**config.mk**
```make
export PLATFORM = sky130hd
export DESIGN_NAME = arbitro_memoria_tabuleiro
export DESIGN_NICKNAME = d
export VERILOG_FILES = /design/src/rtl/arbitro_memoria_tabuleiro_pkg.sv /design/src/rtl/arbitro_memoria_tabuleiro_read_tag_pipe.sv /design/src/rtl/arbitro_memoria_tabuleiro.sv
export SDC_FILE = /design/constraint.sdc
export NUM_CORES = 1
export LEC_CHECK = 0
export ABC_AREA = 1
export CAP_MARGIN = 15
export CELL_PAD_IN_SITES_DETAIL_PLACEMENT = 1
export CELL_PAD_IN_SITES_GLOBAL_PLACEMENT = 2
export CORE_AREA = 8 8 162 164
export CTS_CLUSTER_SIZE = 16
export DETAILED_ROUTE_END_ITERATION = 8
export DIE_AREA = 0 0 170 172
export DONT_BUFFER_PORTS = 1
export PLACE_DENSITY = 0.76
export SLEW_MARGIN = 5
export SYNTH_ARGS = -nofsm -noshare
export SYNTH_HDL_FRONTEND = slang
export SYNTH_HIERARCHICAL = 1
export SYNTH_SLANG_ARGS = --single-unit
```
**constraint.sdc**
```tcl
create_clock -name clk -period 2.3 [get_ports clk]
set_clock_uncertainty 0.1 [all_clocks]
set_input_delay 0.46 -clock clk [delete_from_list [all_inputs] [get_ports clk]]
set_output_delay 0.46 -clock clk [all_outputs]
set_load 0.01 [all_outputs]
```
**src/rtl/arbitro_memoria_tabuleiro_pkg.sv**
```systemverilog
// Shared types for the board-memory arbiter: FSM states, read-return owner codes and board geometry.
package arbitro_memoria_tabuleiro_pkg;

    localparam int unsigned WordW = 64;
    localparam int unsigned AddrW = 5;

    typedef enum logic [1:0] {
        StIdleVga   = 2'd0,
        StGrantVal  = 2'd1,
        StGrantCol  = 2'd2,
        StGrantPont = 2'd3
    } arb_state_e;

    typedef enum logic [1:0] {
        OwnVal  = 2'd0,
        OwnCol  = 2'd1,
        OwnPont = 2'd2,
        OwnVga  = 2'd3
    } owner_e;

    typedef struct packed {
        logic   valid;
        owner_e owner;
        logic   jogador;
    } rd_tag_t;

    localparam int unsigned TagW = $bits(rd_tag_t);

    // Fixed priority: validator, then collider, then score.
    function automatic arb_state_e pick_grant(logic val_req, logic col_req, logic pont_req);
        if (val_req) begin
            return StGrantVal;
        end else if (col_req) begin
            return StGrantCol;
        end else if (pont_req) begin
            return StGrantPont;
        end
        return StIdleVga;
    endfunction

endpackage

```
**src/rtl/arbitro_memoria_tabuleiro_read_tag_pipe.sv**
```systemverilog
// Read tag pipeline: Depth-stage shift register of {valid, owner, jogador} matching RAM read latency.
module arbitro_memoria_tabuleiro_read_tag_pipe
    import arbitro_memoria_tabuleiro_pkg::*;
#(
    parameter int unsigned Depth = 1
) (
    input  logic            clk_i,
    input  logic            rst_ni,
    input  logic [TagW-1:0] tag_i,
    output logic [TagW-1:0] tag_o
);

    logic [Depth-1:0][TagW-1:0] stage_q;

    always_ff @(posedge clk_i or negedge rst_ni) begin
        if (!rst_ni) begin
            stage_q <= '0;
        end else begin
            stage_q[0] <= tag_i;
            for (int i = 1; i < int'(Depth); i++) begin
                stage_q[i] <= stage_q[i-1];
            end
        end
    end

    assign tag_o = stage_q[Depth-1];

endmodule

```
**src/rtl/arbitro_memoria_tabuleiro.sv**
```systemverilog
// Arbiter for the shared P1/P2 board RAM port: validator > collider > score, VGA fills idle cycles.
// Define ARB_BURST_LIMIT_EN to force a one-cycle release after MAX_BURST accesses per grant.
module arbitro_memoria_tabuleiro
    import arbitro_memoria_tabuleiro_pkg::*;
#(
    parameter int unsigned RD_LAT    = 1,
    parameter int unsigned MAX_BURST = 32
) (
    input  logic             clk,
    input  logic             resetGeral,
    input  logic             val_req,
    input  logic             col_req,
    input  logic             pont_req,
    input  logic             val_we,
    input  logic             col_we,
    input  logic             val_jogador,
    input  logic             col_jogador,
    input  logic             pont_jogador,
    input  logic [AddrW-1:0] val_addr,
    input  logic [AddrW-1:0] col_addr,
    input  logic [AddrW-1:0] pont_addr,
    input  logic [WordW-1:0] val_wdata,
    input  logic [WordW-1:0] col_wdata,
    output logic             val_gnt,
    output logic             col_gnt,
    output logic             pont_gnt,
    output logic             val_rvalid,
    output logic             col_rvalid,
    output logic             pont_rvalid,
    output logic             vga_rvalid,
    output logic [WordW-1:0] rdata,
    input  logic [AddrW-1:0] vga_addr,
    input  logic             vga_jogador,
    output logic [AddrW-1:0] mem_addr,
    output logic [WordW-1:0] mem_data,
    output logic             mem_wrenP1,
    output logic             mem_wrenP2,
    input  logic [WordW-1:0] mem_q_p1,
    input  logic [WordW-1:0] mem_q_p2
);

    if (RD_LAT < 1 || RD_LAT > 2) begin : g_bad_rd_lat
        $error("RD_LAT must be 1 or 2");
    end
    if (MAX_BURST < 1 || MAX_BURST > 63) begin : g_bad_max_burst
        $error("MAX_BURST must fit the 6-bit burst counter");
    end

    arb_state_e       state_q, state_d;
    logic             held;
    logic             limit_hit;

    logic             acc_valid, acc_we, acc_jog;
    owner_e           acc_owner;
    logic [AddrW-1:0] acc_addr;
    logic [WordW-1:0] acc_wdata;

    rd_tag_t          tag_in, tag_out;

    logic [AddrW-1:0] mem_addr_q, mem_addr_d;
    logic [WordW-1:0] mem_data_q, mem_data_d;
    logic             wren_p1_q, wren_p1_d, wren_p2_q, wren_p2_d;
    logic [WordW-1:0] rdata_q, rdata_d;
    logic [3:0]       rvalid_q, rvalid_d;

    // Owner of the current grant still requesting; zero outside GRANT states.
    always_comb begin
        held = 1'b0;
        unique case (state_q)
            StGrantVal:  held = val_req;
            StGrantCol:  held = col_req;
            StGrantPont: held = pont_req;
            default:     held = 1'b0;
        endcase
    end

`ifdef ARB_BURST_LIMIT_EN
    localparam logic [5:0] BurstLast = 6'(MAX_BURST - 1);

    logic [5:0] burst_q, burst_d;

    assign limit_hit = held && (burst_q == BurstLast);
    assign burst_d   = (held && (state_d == state_q)) ? burst_q + 6'd1 : 6'd0;

    always_ff @(posedge clk or negedge resetGeral) begin
        if (!resetGeral) begin
            burst_q <= 6'd0;
        end else begin
            burst_q <= burst_d;
        end
    end
`else
    assign limit_hit = 1'b0;
`endif

    always_ff @(posedge clk or negedge resetGeral) begin
        if (!resetGeral) begin
            state_q <= StIdleVga;
        end else begin
            state_q <= state_d;
        end
    end

    // Grants are locked while held; a release re-arbitrates on the same edge.
    always_comb begin
        state_d = state_q;
        if (limit_hit) begin
            state_d = StIdleVga;
        end else if (!held) begin
            state_d = pick_grant(val_req, col_req, pont_req);
        end
    end

    assign val_gnt  = (state_q == StGrantVal);
    assign col_gnt  = (state_q == StGrantCol);
    assign pont_gnt = (state_q == StGrantPont);

    always_comb begin
        acc_valid = 1'b1;
        acc_owner = OwnVga;
        acc_we    = 1'b0;
        acc_jog   = vga_jogador;
        acc_addr  = vga_addr;
        acc_wdata = '0;
        unique case (state_q)
            StGrantVal: begin
                acc_valid = val_req;
                acc_owner = OwnVal;
                acc_we    = val_we;
                acc_jog   = val_jogador;
                acc_addr  = val_addr;
                acc_wdata = val_wdata;
            end
            StGrantCol: begin
                acc_valid = col_req;
                acc_owner = OwnCol;
                acc_we    = col_we;
                acc_jog   = col_jogador;
                acc_addr  = col_addr;
                acc_wdata = col_wdata;
            end
            StGrantPont: begin
                acc_valid = pont_req;
                acc_owner = OwnPont;
                acc_jog   = pont_jogador;
                acc_addr  = pont_addr;
            end
            default: ;
        endcase
    end

    always_comb begin
        mem_addr_d     = acc_valid ? acc_addr : mem_addr_q;
        mem_data_d     = (acc_valid && acc_we) ? acc_wdata : mem_data_q;
        wren_p1_d      = acc_valid & acc_we & ~acc_jog;
        wren_p2_d      = acc_valid & acc_we & acc_jog;
        tag_in.valid   = acc_valid & ~acc_we;
        tag_in.owner   = acc_owner;
        tag_in.jogador = acc_jog;
    end

    arbitro_memoria_tabuleiro_read_tag_pipe #(
        .Depth(RD_LAT)
    ) u_read_tag_pipe (
        .clk_i (clk),
        .rst_ni(resetGeral),
        .tag_i (tag_in),
        .tag_o (tag_out)
    );

    always_comb begin
        rvalid_d = '0;
        rdata_d  = rdata_q;
        if (tag_out.valid) begin
            rvalid_d[tag_out.owner] = 1'b1;
            rdata_d = tag_out.jogador ? mem_q_p2 : mem_q_p1;
        end
    end

    always_ff @(posedge clk or negedge resetGeral) begin
        if (!resetGeral) begin
            mem_addr_q <= '0;
            mem_data_q <= '0;
            wren_p1_q  <= 1'b0;
            wren_p2_q  <= 1'b0;
            rdata_q    <= '0;
            rvalid_q   <= '0;
        end else begin
            mem_addr_q <= mem_addr_d;
            mem_data_q <= mem_data_d;
            wren_p1_q  <= wren_p1_d;
            wren_p2_q  <= wren_p2_d;
            rdata_q    <= rdata_d;
            rvalid_q   <= rvalid_d;
        end
    end

    assign mem_addr    = mem_addr_q;
    assign mem_data    = mem_data_q;
    assign mem_wrenP1  = wren_p1_q;
    assign mem_wrenP2  = wren_p2_q;
    assign rdata       = rdata_q;
    assign val_rvalid  = rvalid_q[OwnVal];
    assign col_rvalid  = rvalid_q[OwnCol];
    assign pont_rvalid = rvalid_q[OwnPont];
    assign vga_rvalid  = rvalid_q[OwnVga];

endmodule

```
==> results.md <==
- Measured along the x axis, the die boundary spans between 150 and 200 um.
- The total wire length after detailed routing is between 20 and 30 mm.
- Once detail routing completed, the nets flagged for antenna violations numbered 0.
- Using the TritonRoute via totals, the vias-per-cell ratio works out to ~5.0.
- The worst voltage drop across the vdd grid is roughly 570 uV.
- The worst setup path is captured at an output port.
- The count of instances resized after the clock tree is built is 0.
- The distinct cell type count after synthesis is 22.
- The clock period minus final worst setup slack is 1.99 ns.
- The endpoint of the worst setup timing path is col_gnt.
- Setup repair after global routing left no endpoint under its margin.
- The tool flagged a number of max-cap violations equal to 0.
- Relative to the synthesized area, the layout overhead comes to 13.3%.
- The run finished, with violations left.
- After synthesis the netlist holds a flip-flop and latch count of about 150.
- In the final layout, the share of cells above drive strength 1 is between 6 and 7%.
- The power density normalized to cell area is around 1600 nW/um^2.
- The count of vias placed by the detailed router is around 6k.
- Counting the fill cells in the layout gives roughly 2.9k.
- TritonCTS built the clock tree.
- In this run the worst hold path is classified as primary input to async pin.
- The library cells used most frequently in the layout, excluding fill and tap cells, are 420 x sky130_fd_sc_hd__nand2_1, 145 x sky130_fd_sc_hd__dfrtp_1, 125 x sky130_fd_sc_hd__o21ai_0, 72 x sky130_fd_sc_hd__nor2_1, 70 x sky130_fd_sc_hd__nand3_1.
- The number of clock sinks is 145.
- The wire-length estimate of the detail-placed layout is around 21 mm.
- The first-pass GRT wire length is 40.5 mm.
- At the later pin of the worst-skew pair, clock insertion delay measures roughly 0.42 ns.
- The via count of the first global-routing pass was 6564.
- The total power is 0.0127 W.
- The number of cells after detailed placement is roughly 1.2k.
- TritonCTS created 17 clock buffers.
- For this run, the detailed router's first-pass iteration total came to 4.
- Combinational cells account for between 30 and 40% of the total power.
- Summing all flip-flop and latch instances after layout gives 3630 um^2.
- The total count of max-transition violations in the final report was 0.
- Across all hold checks on the routed design, the worst slack comes to -0.365 ns.
- The placeable core region is 23800 um^2.
- By startpoint and endpoint, the worst setup path is classified as flop to output port.
- The number of endpoints with negative hold slack in the final report is around 150.
- Net switching is between 40% and 50% of the power.
- The floorplan has between 50 and 60 rows.
- The mean instance size in the synthesized netlist is approximately 7.5 um^2.
- 429 I/O pins were placed.
- The required time reported for the critical path endpoint is around 1.7 ns.
- The checks that failed: hold timing.
- The type of origin of the critical path is a flop.
- The startpoint identified for the worst register-to-register timing path is state_q[0]$_DFFE_PN0N_.
- The die is between 150 and 200 um tall.
- Global routing used roughly 18% of the available tracks across all layers.
- The clock network is responsible for 22.8% of the overall power.
- In this run the post-CTS setup repair buffer count came out at 0.
- The startpoint of the most critical setup path is state_q[0]$_DFFE_PN0N_.
- For this run, design rule violations remaining after detail routing come to 0.
- After synthesis the cells add up to between 7000 and 8000 um^2.
- The final period utilization is approximately 87%.
- Sequential cells account for approximately two fifths of the total power.
- The final count of negative-setup-slack endpoints is 0.
- In the final timing run, aggregate negative setup slack is 0 ns.
- The worst relative slew slack is ~70%.
- The net count of the finished layout is 1198.
- Summed over all nets, the switching power comes to 0.00593 W.
- In this run the register-to-register setup slack is ~0.48 ns.
- The cell count after synthesis came out at about 940.
- Input and output buffers added on the ports amount to 0.
- The detailed-route wire length per cell is around 22 um.
- Derived from the worst setup path, the maximum achievable clock frequency is roughly 0.5 GHz.
- In this run the clock root is driven by a sky130_fd_sc_hd__clkbuf_16.
- The leading cell type in the layout, fill and taps excluded is sky130_fd_sc_hd__nand2_1.
- The pin count of the biggest net entering global routing is 146.
- For this design the static power due to leakage is around 4 nW.
- The total of warnings raised by yosys is 6.
- The total overflow left after global routing is 0.
- The post-synthesis sequential area ratio is 51.6%.
- The number of nets handed over by synthesis was approximately 1.2k.
- The routability congestion estimate from global placement is between 0.7 and 0.8.
- Internal power comes to just under 0.007 W.
- Leaving out filler cells and counting taps, the final layout contains around 1.2k.
- The initial antenna violation count was 2.
- The endpoint of the lowest-slack register-to-register path is mem_data[29]$_DFFE_PN0P_.
- Data arrives at the worst endpoint at about 1.4 ns.
- In the final layout, the multi-input gates occupy 3050 um^2.
- The largest driver fanout on the critical path is 48.
- Clock-pin slew was measured on the worst setup and hold paths at approximately 0.08 ns.
- The number of cells on the worst reg-to-reg path is 8.
- The violation count after the first detailed-routing iteration is roughly 440.
- Once the floorplan was initialized, standard cells occupied roughly 29% of the core.
- The slew at the pin closest to its max-slew limit is ~0.45 ns.
- The clock passes through at most 2 buffers.
- The die covers just under 30000 um^2.
- The H-tree was split into 4 levels.
-- routing by layer --
layer	vias to the layer above	GRT usage [%]	wire length, um
met3	22	7.83	2970
met5	-	0	0
met1	2946	20.6	10800
li1	2930	-	-
met2	285	30.4	13400
met4	0	5.57	490
-- stage by stage --
| stage | util [%] | instance area, um^2 | worst slack [ns] |
|---|---|---|---|
| 3_3_place_gp | 30.8 | 7350 | 0.540 |
| 5_1_grt | 33.4 | 7960 | 0.202 |
| 4_1_cts | 33.4 | 7960 | 0.259 |
| 3_5_place_dp | 30.8 | 7350 | 0.478 |
| 2_1_floorplan | - | 7030 | 0.589 |
| 6_report | 33.4 | 7960 | 0.308 |
-- power groups by stage --
| stage | Combinational [W] | Clock, W | Sequential (W) |
|---|---|---|---|
| 3_5_place_dp | 0.00474 | 0 | 0.00531 |
| 5_1_grt | 0.00535 | 0.00311 | 0.00537 |
| 2_1_floorplan | 0.00345 | 0 | 0.00473 |
| 6_report | 0.00462 | 0.00290 | 0.00521 |
| 4_1_cts | 0.00475 | 0.00299 | 0.00528 |
| 3_3_place_gp | 0.00462 | 0 | 0.00529 |
-- registers in the layout, summed over array words and instances, names as in the netlist --
register               count
rdata                     64
mem_wrenP1                 1
mem_addr                   5
mem_data                  64
state_q                    2
u_read_tag_pipe/tag_o      4
rvalid_q                   4
mem_wrenP2                 1
-- area by class of cell --
cell class	instances	area share, %
Sequential cell	145	45.6
Multi-Input combinational cell	717	38.4
Clock buffer	17	5.35
Tap cell	324	5.09
Timing Repair Buffer	16	2.77
Clock inverter	15	2.31
Inverter	10	0.472
Antenna cell	1	0.0314
-- synth_stat cells --
cell type	instances	area [um^2]
sky130_fd_sc_hd__nand4_1	5	31.3
sky130_fd_sc_hd__clkbuf_1	31	116
sky130_fd_sc_hd__o21ai_0	125	626
sky130_fd_sc_hd__buf_2	23	115
sky130_fd_sc_hd__ha_1	4	50.1
sky130_fd_sc_hd__o21bai_1	1	7.51
sky130_fd_sc_hd__o21ai_1	5	25.0
sky130_fd_sc_hd__buf_4	5	37.5
sky130_fd_sc_hd__nand4_2	1	12.5
sky130_fd_sc_hd__buf_1	1	3.75
sky130_fd_sc_hd__buf_6	5	56.3
sky130_fd_sc_hd__nor3_1	4	20.0
sky130_fd_sc_hd__nand2_1	421	1580
sky130_fd_sc_hd__inv_2	2	7.51
sky130_fd_sc_hd__or2_2	6	37.5
sky130_fd_sc_hd__nor2_1	72	270
sky130_fd_sc_hd__nand3_1	70	350
sky130_fd_sc_hd__nand2_2	1	6.26
sky130_fd_sc_hd__a21oi_2	1	8.76
sky130_fd_sc_hd__a21oi_1	1	5.00
sky130_fd_sc_hd__inv_1	8	30.0
sky130_fd_sc_hd__dfrtp_1	145	3630
-- worst min path at each step --
stage	slack, ns	startpoint	end	cells past startpoint
floorplan	0.06	resetGeral	mem_addr[0]$_DFFE_PN0P_	0
global placement	0.07	resetGeral	mem_data[15]$_DFFE_PN0P_	0
detailed placement	0.07	resetGeral	mem_data[15]$_DFFE_PN0P_	0
CTS	-0.39	resetGeral	mem_data[15]$_DFFE_PN0P_	0
global route	-0.41	resetGeral	mem_data[15]$_DFFE_PN0P_	0
finish	-0.37	resetGeral	mem_data[15]$_DFFE_PN0P_	0
-- logic make-up after synthesis --
kind of cell / share of synthesized area, %
buffers and inverters: 5.22
flip-flops: 51.6
AND/OR/NAND/NOR: 32.9
adder cells (fa/ha/maj): 0.712
AO/OA/AOI/OAI: 9.56
-- critical path, cell delays in order (launching register included) --
cell and delay, ns:
sky130_fd_sc_hd__dfrtp_1 0.41, sky130_fd_sc_hd__inv_1 0.11, sky130_fd_sc_hd__ha_2 0.26, sky130_fd_sc_hd__buf_12 0.23
Note: power is estimated with default switching activity, not from simulation.
